==> config.mk <==
export PLATFORM = sky130hd
export DESIGN_NAME = bounce_generator
export DESIGN_NICKNAME = d
export VERILOG_FILES = /design/src/rtl/bounce_generator.sv
export SDC_FILE = /design/constraint.sdc
export NUM_CORES = 1
export LEC_CHECK = 0
export CORE_AREA = 2 2 39 41
export CTS_CLUSTER_SIZE = 25
export DETAILED_ROUTE_END_ITERATION = 10
export DIE_AREA = 0 0 41 43
export MAX_ROUTING_LAYER = met4
export REMOVE_ABC_BUFFERS = 1
export SLEW_MARGIN = 10
export SYNTH_ARGS = -nofsm -noshare
export SYNTH_HDL_FRONTEND = slang
export SYNTH_SLANG_ARGS = --single-unit
==> constraint.sdc <==
create_clock -name clk -period 2.1 [get_ports clk]
set_clock_uncertainty 0.2 [all_clocks]
set_input_delay 0.21 -clock clk [delete_from_list [all_inputs] [get_ports clk]]
set_output_delay 0.21 -clock clk [all_outputs]
set_load 0.03 [all_outputs]
==> src/rtl/bounce_generator.sv <==
// Switch-bounce emulator: turns a clean target level into a glitching, registered output.
// Optional build macro BOUNCE_GEN_RANDOM_EN swaps the alternating glitch pattern for LFSR noise.
module bounce_generator #(
    parameter int          BOUNCE_TICKS = 10,
    parameter logic [15:0] LFSR_SEED    = 16'hACE1
) (
    input  logic clk,
    input  logic rst,
    input  logic target_in,
    output logic bouncy_out,
    output logic busy
);

    localparam int              CW   = $clog2(BOUNCE_TICKS) + 1;
    localparam logic [CW-1:0]   LAST = CW'(BOUNCE_TICKS - 1);
    localparam logic [CW-1:0]   ONE  = CW'(1);

    typedef enum logic [1:0] {
        S_0        = 2'b00,
        S_BOUNCE_1 = 2'b01,
        S_1        = 2'b10,
        S_BOUNCE_0 = 2'b11
    } state_t;

    state_t        state, state_nxt;
    logic [CW-1:0] counter, counter_nxt;
    logic          out_nxt, busy_nxt;
    logic          bounce_level;
    logic          pattern_bit;

    assign bounce_level = (state == S_BOUNCE_1);

`ifdef BOUNCE_GEN_RANDOM_EN
    logic [15:0] lfsr;
    logic        lfsr_fb;

    assign lfsr_fb = lfsr[15] ^ lfsr[13] ^ lfsr[12] ^ lfsr[10];

    // Free-running so the glitch sequence is a pure function of cycles since reset.
    always_ff @(posedge clk) begin
        if (rst) begin
            lfsr <= LFSR_SEED;
        end else begin
            lfsr <= {lfsr[14:0], lfsr_fb};
        end
    end

    assign pattern_bit = lfsr[0];
`else
    // Next k is counter+1: odd when counter is even, and odd k shows the old level.
    assign pattern_bit = counter[0] ? bounce_level : ~bounce_level;
`endif

    always_ff @(posedge clk) begin
        if (rst) begin
            state      <= S_0;
            counter    <= '0;
            bouncy_out <= 1'b0;
            busy       <= 1'b0;
        end else begin
            state      <= state_nxt;
            counter    <= counter_nxt;
            bouncy_out <= out_nxt;
            busy       <= busy_nxt;
        end
    end

    always_comb begin
        state_nxt   = state;
        counter_nxt = counter;
        out_nxt     = bouncy_out;
        busy_nxt    = busy;
        case (state)
            S_0: begin
                out_nxt  = 1'b0;
                busy_nxt = 1'b0;
                if (target_in) begin
                    state_nxt   = S_BOUNCE_1;
                    counter_nxt = '0;
                    out_nxt     = 1'b1;
                    busy_nxt    = 1'b1;
                end
            end
            S_1: begin
                out_nxt  = 1'b1;
                busy_nxt = 1'b0;
                if (!target_in) begin
                    state_nxt   = S_BOUNCE_0;
                    counter_nxt = '0;
                    out_nxt     = 1'b0;
                    busy_nxt    = 1'b1;
                end
            end
            S_BOUNCE_1, S_BOUNCE_0: begin
                // target_in is deliberately ignored until the window has run its full length.
                if (counter == LAST) begin
                    state_nxt = bounce_level ? S_1 : S_0;
                    out_nxt   = bounce_level;
                    busy_nxt  = 1'b0;
                end else begin
                    counter_nxt = counter + ONE;
                    out_nxt     = pattern_bit;
                    busy_nxt    = 1'b1;
                end
            end
            default: begin
                state_nxt   = S_0;
                counter_nxt = '0;
                out_nxt     = 1'b0;
                busy_nxt    = 1'b0;
            end
        endcase
    end

endmodule

# After elaboration in Yosys (flattened, before gate mapping)
# Index checks and enable logic that the tools add are counted.
[totals]
regBits = 9
word_cells = 35
inputBits = 3
out_inout_bits = 2
[op_classes]
reduce_logical = 5
eq_ne = 8
n_mux = 16
addsub = 1
bitwise_logic = 1
[op_table]
columns = ["operator", "count"]
rows = [
  ["$mux 5", 3],
  ["$pmux 5 s3", 1],
  ["$mux 2", 4],
  ["$ne 2x2->1 const B", 4],
  ["$pmux 2 s3", 1],
  ["$reduce_and 3->1", 2],
  ["$add 5x1->5 const B", 1],
  ["$eq 5x4->1 const B", 1],
  ["$mux 1", 5],
  ["$eq 2x2->1 const B", 2],
  ["$reduce_or 2->1", 2],
  ["$pmux 1 s3", 1],
  ["$eq 2x1->1 const B", 1],
  ["$logic_not 2->1", 1],
  ["$pmux 1 s2", 1],
  ["$not 1->1", 1],
]

# Depth between registers and ports, before layout
[depth]
ltp_word = 5
mapped_depth = 6
ltp_nobuf = 5

# Worst setup path before layout
# No wires, ideal clock.
[synth_timing]
path_type = "reg-to-reg"
start = "register state[0]"
end = "register counter[3]"
path_slack_ps = 252
path_stages_with_launch = 6
period_less_slack_ps = 1848
setup_time_ps = 74
t_arrival_ps = 1574
cell_sequence = "dfxtp_1 > inv_1 > ha_1 > mux2_4 > or4_1 > a31oi_1"
[synth_via]
elab_chain_cells = 4
elab_cells_between_ends = 10
[synth_rtl]
columns = ["element", "line", "text"]
rows = [
  ["from (decl)", "25", "state_t state, state_nxt;"],
  ["from (signal assigned)", "61", "state <= state_nxt;"],
  ["$eq 2x1->1 / $eq 2x2->1 (equally long branches)", "73", "case (state)"],
  ["$reduce_or 2->1", "73", ""],
  ["$ne 2x2->1 (no line)", "-", ""],
  ["$reduce_and 3->1 (no line)", "-", ""],
  ["to (signal assigned)", "62", "counter <= counter_nxt;"],
  ["to (decl)", "26", "logic [CW-1:0] counter, counter_nxt;"],
]
# Several ways; a longest one is shown, not always the timed one.
# A chain may end at the register's enable or synchronous reset.

# Final worst setup path
# Ends and elaborated chain as after synthesis.

==> impl_metrics.tcl <==
set metrics [dict create \
    outcome "complete, no violations" \
    netlist.area_leader.share 0.310 \
    min_period_ns 1.98 \
    clock_power_share 0.184 \
    post_cts_buffers 0 \
    via_count 508 \
    cts_buffer_depth 2 \
    required_ns 2.10 \
    rsz0062_at_grt "false" \
    finalHoldViolCount 0 \
    vdd_drop_max_mv 0.622 \
    drc 0 \
    area_growth_pct 15.5 \
    overflow 0 \
    yosysTopAreaCell "dfxtp_1" \
    wl_per_cell_um 13.0 \
    cts_tree "built" \
    place_hpwl_um 863 \
    crit_arrival_ns 1.98 \
    postCtsHoldBufs 0 \
    die_h_um 43 \
    worst_setup_path_end_kind "flip-flop" \
    regArea_sq_um 180 \
    post_cts_resized 0 \
    netSwitchingFraction 0.423 \
    clock.fmax_ghz 0.506 \
    totalWireLength_mm 1.14 \
    seqPwrFrac 0.308 \
    leakagePower_nw 0.260 \
    final_common_cell "dfxtp_1" \
    viasPerCell 5.77 \
    critical_path_class "reg -> reg" \
    maxSlewViolCount 0 \
    hp-class "reg -> reg" \
    rows 14 \
    antenna_found_initial 0 \
    cts.clk_slew.worst_paths_ns 0.06 \
    tightest_slew_ns 0.372 \
    antenna_left 0 \
    slew-limit-headroom 0.745 \
    antennaDiodeCount 0 \
    cp_cell_sequence "inv_1 > ha_1 > mux2_4 > or4_1 > a31oi_1" \
    drive_gt1_frac 0.125 \
    yosysSeqAreaShare 0.310 \
    fp.dieW_um 41 \
    yosys-top-cells-area "dfxtp_1 31%, ha_1 15%, mux2i_1 3.4%" \
    finalSetupViolCount 0 \
    gp_congestion 0.795 \
    ys_types 29 \
    power_switching_mw 0.327 \
    crit_path_top_delay_cell "or4_1" \
    final_cell_mix "9 x dfxtp_1, 7 x ha_1, 5 x inv_1" \
    cts_inserted_buffers 3 \
    ys_warn_count 0 \
    grt_max_degree 12 \
    reg2reg_depth 5 \
    path_max_fanout 7 \
    max_stage_delay_ns 0.51 \
    final_core_util 0.486 \
    power_frac_comb 0.508 \
    period_share 0.942 \
    grt_use_total 0.171 \
    multi_input_area_sq_um 364 \
    core_sq_um 1380 \
    root_buffer "clkbuf_4" \
    syn_avg_cell_area_sq_um 9.24 \
    clk_latency_ns 0.27 \
    fin_tns_setup_ns 0 \
    clkSinkCount 9 \
    startpoint_type "flip-flop" \
    htreeDepth 1 \
    grt_pass1_wl_mm 1.97 \
    r2r_setup_slack_ns 0.12 \
    grt_pass1_vias 468 \
    synth_cells 63 \
    syn_area_sq_um 582 \
    power_density_nw_per_um2 1150 \
    synth_seq_cells 9 \
    port_buffers 4 \
    nFillCells 136 \
    io_pins 5 \
    start_util 0.420 \
    drv_cap 0 \
    drtPass1Iterations 4 \
    die_area_sq_um 1760 \
    drt_iter0_drc 14 \
    intPower_mw 0.446 \
    worst_hold_path.num_cells 2 \
    fin_nets 83 \
]
layout make-up:
type                       instances  share of cell area
tap                               16              0.0298
clock buffer                       4              0.0391
multi-input combinational         47               0.542
inverter                           5              0.0279
timing repair buffer               7              0.0931
sequential                         9               0.268
flip-flops by register name, summed over array words and instances, names as in the netlist:
signal and count:
state 2, bouncy_out 1, counter 5, busy 1
cells in the mapped netlist:
| library cell | number |
|---|---|
| buf_4 | 1 |
| and4bb_2 | 1 |
| a32o_1 | 1 |
| mux2_4 | 1 |
| a221oi_1 | 1 |
| a2111oi_0 | 1 |
| nor3_1 | 1 |
| a31oi_1 | 3 |
| o2111ai_1 | 1 |
| nand3_1 | 4 |
| o21ai_0 | 3 |
| inv_1 | 5 |
| a211oi_1 | 2 |
| buf_6 | 1 |
| nand2_1 | 4 |
| mux2i_1 | 2 |
| dfxtp_1 | 9 |
| and4b_1 | 1 |
| a21oi_1 | 2 |
| nor3b_1 | 1 |
| ha_1 | 7 |
| or3_1 | 1 |
| or2_2 | 1 |
| o31ai_1 | 2 |
| nor2_1 | 2 |
| nand4_1 | 2 |
| nand4bb_1 | 1 |
| or4_1 | 1 |
| or4b_1 | 1 |
per-stage QoR:
| stage | hold WS (ns) | worst slack (ns) | area, sq um | power [mW] | cells |
|---|---|---|---|---|---|
| 5_1_grt | 0.380 | 0.0449 | 672 | 0.842 | 88 |
| 3_3_place_gp | 0.312 | 0.120 | 646 | 0.636 | 84 |
| 3_5_place_dp | 0.311 | 0.110 | 646 | 0.633 | 84 |
| 2_1_floorplan | 0.0794 | 0.252 | 563 | 0.515 | 61 |
| 4_1_cts | 0.324 | 0.141 | 672 | 0.776 | 88 |
| 6_report | 0.318 | 0.122 | 672 | 0.773 | 88 |
power groups by stage:
| stage | Clock [mW] | Combinational, mW | Sequential (mW) |
|---|---|---|---|
| after floorplan | 0 | 0.252 | 0.263 |
| after global placement | 0 | 0.396 | 0.240 |
| after detailed placement | 0 | 0.391 | 0.242 |
| after CTS | 0.145 | 0.393 | 0.238 |
| after global routing | 0.155 | 0.442 | 0.245 |
| final | 0.143 | 0.392 | 0.238 |
cells by family after synthesis:
family	after synthesis	share of synthesized area
adders and majority gates	7	0.151
and+or+nand+nor	21	0.226
muxes	3	0.0602
buffers and inverters	7	0.0645
AOI/OAI and AO/OA	16	0.189
DFF	9	0.310
per-layer routing:
| layer | vias up | GRT usage | part of all wire |
|---|---|---|---|
| li1 | 259 | - | - |
| met5 | - | - | 0 |
| met1 | 233 | 0.215 | 0.50 |
| met2 | 11 | 0.234 | 0.43 |
| met3 | 5 | 0.0314 | 0.033 |
| met4 | 0 | 0.120 | 0.033 |
path summary, 6_finish.rpt:
path	end	start
worst max-delay path	counter[3]	state[0]
worst min-delay path	counter[1]	counter[1]
worst max register to register	counter[3]	state[0]
worst min register to register	counter[1]	counter[1]
worst max-delay path, delay by kind of cell, from the launching register on:
family	cells	cell delay [ns]
adders and majority gates	1	0.26
AOI/OAI and AO/OA	1	0.16
and+or+nand+nor	1	0.51
DFF	1	0.36
muxes	1	0.31
buffers and inverters	1	0.11
No activity file was read; power rests on OpenSTA's default activity.
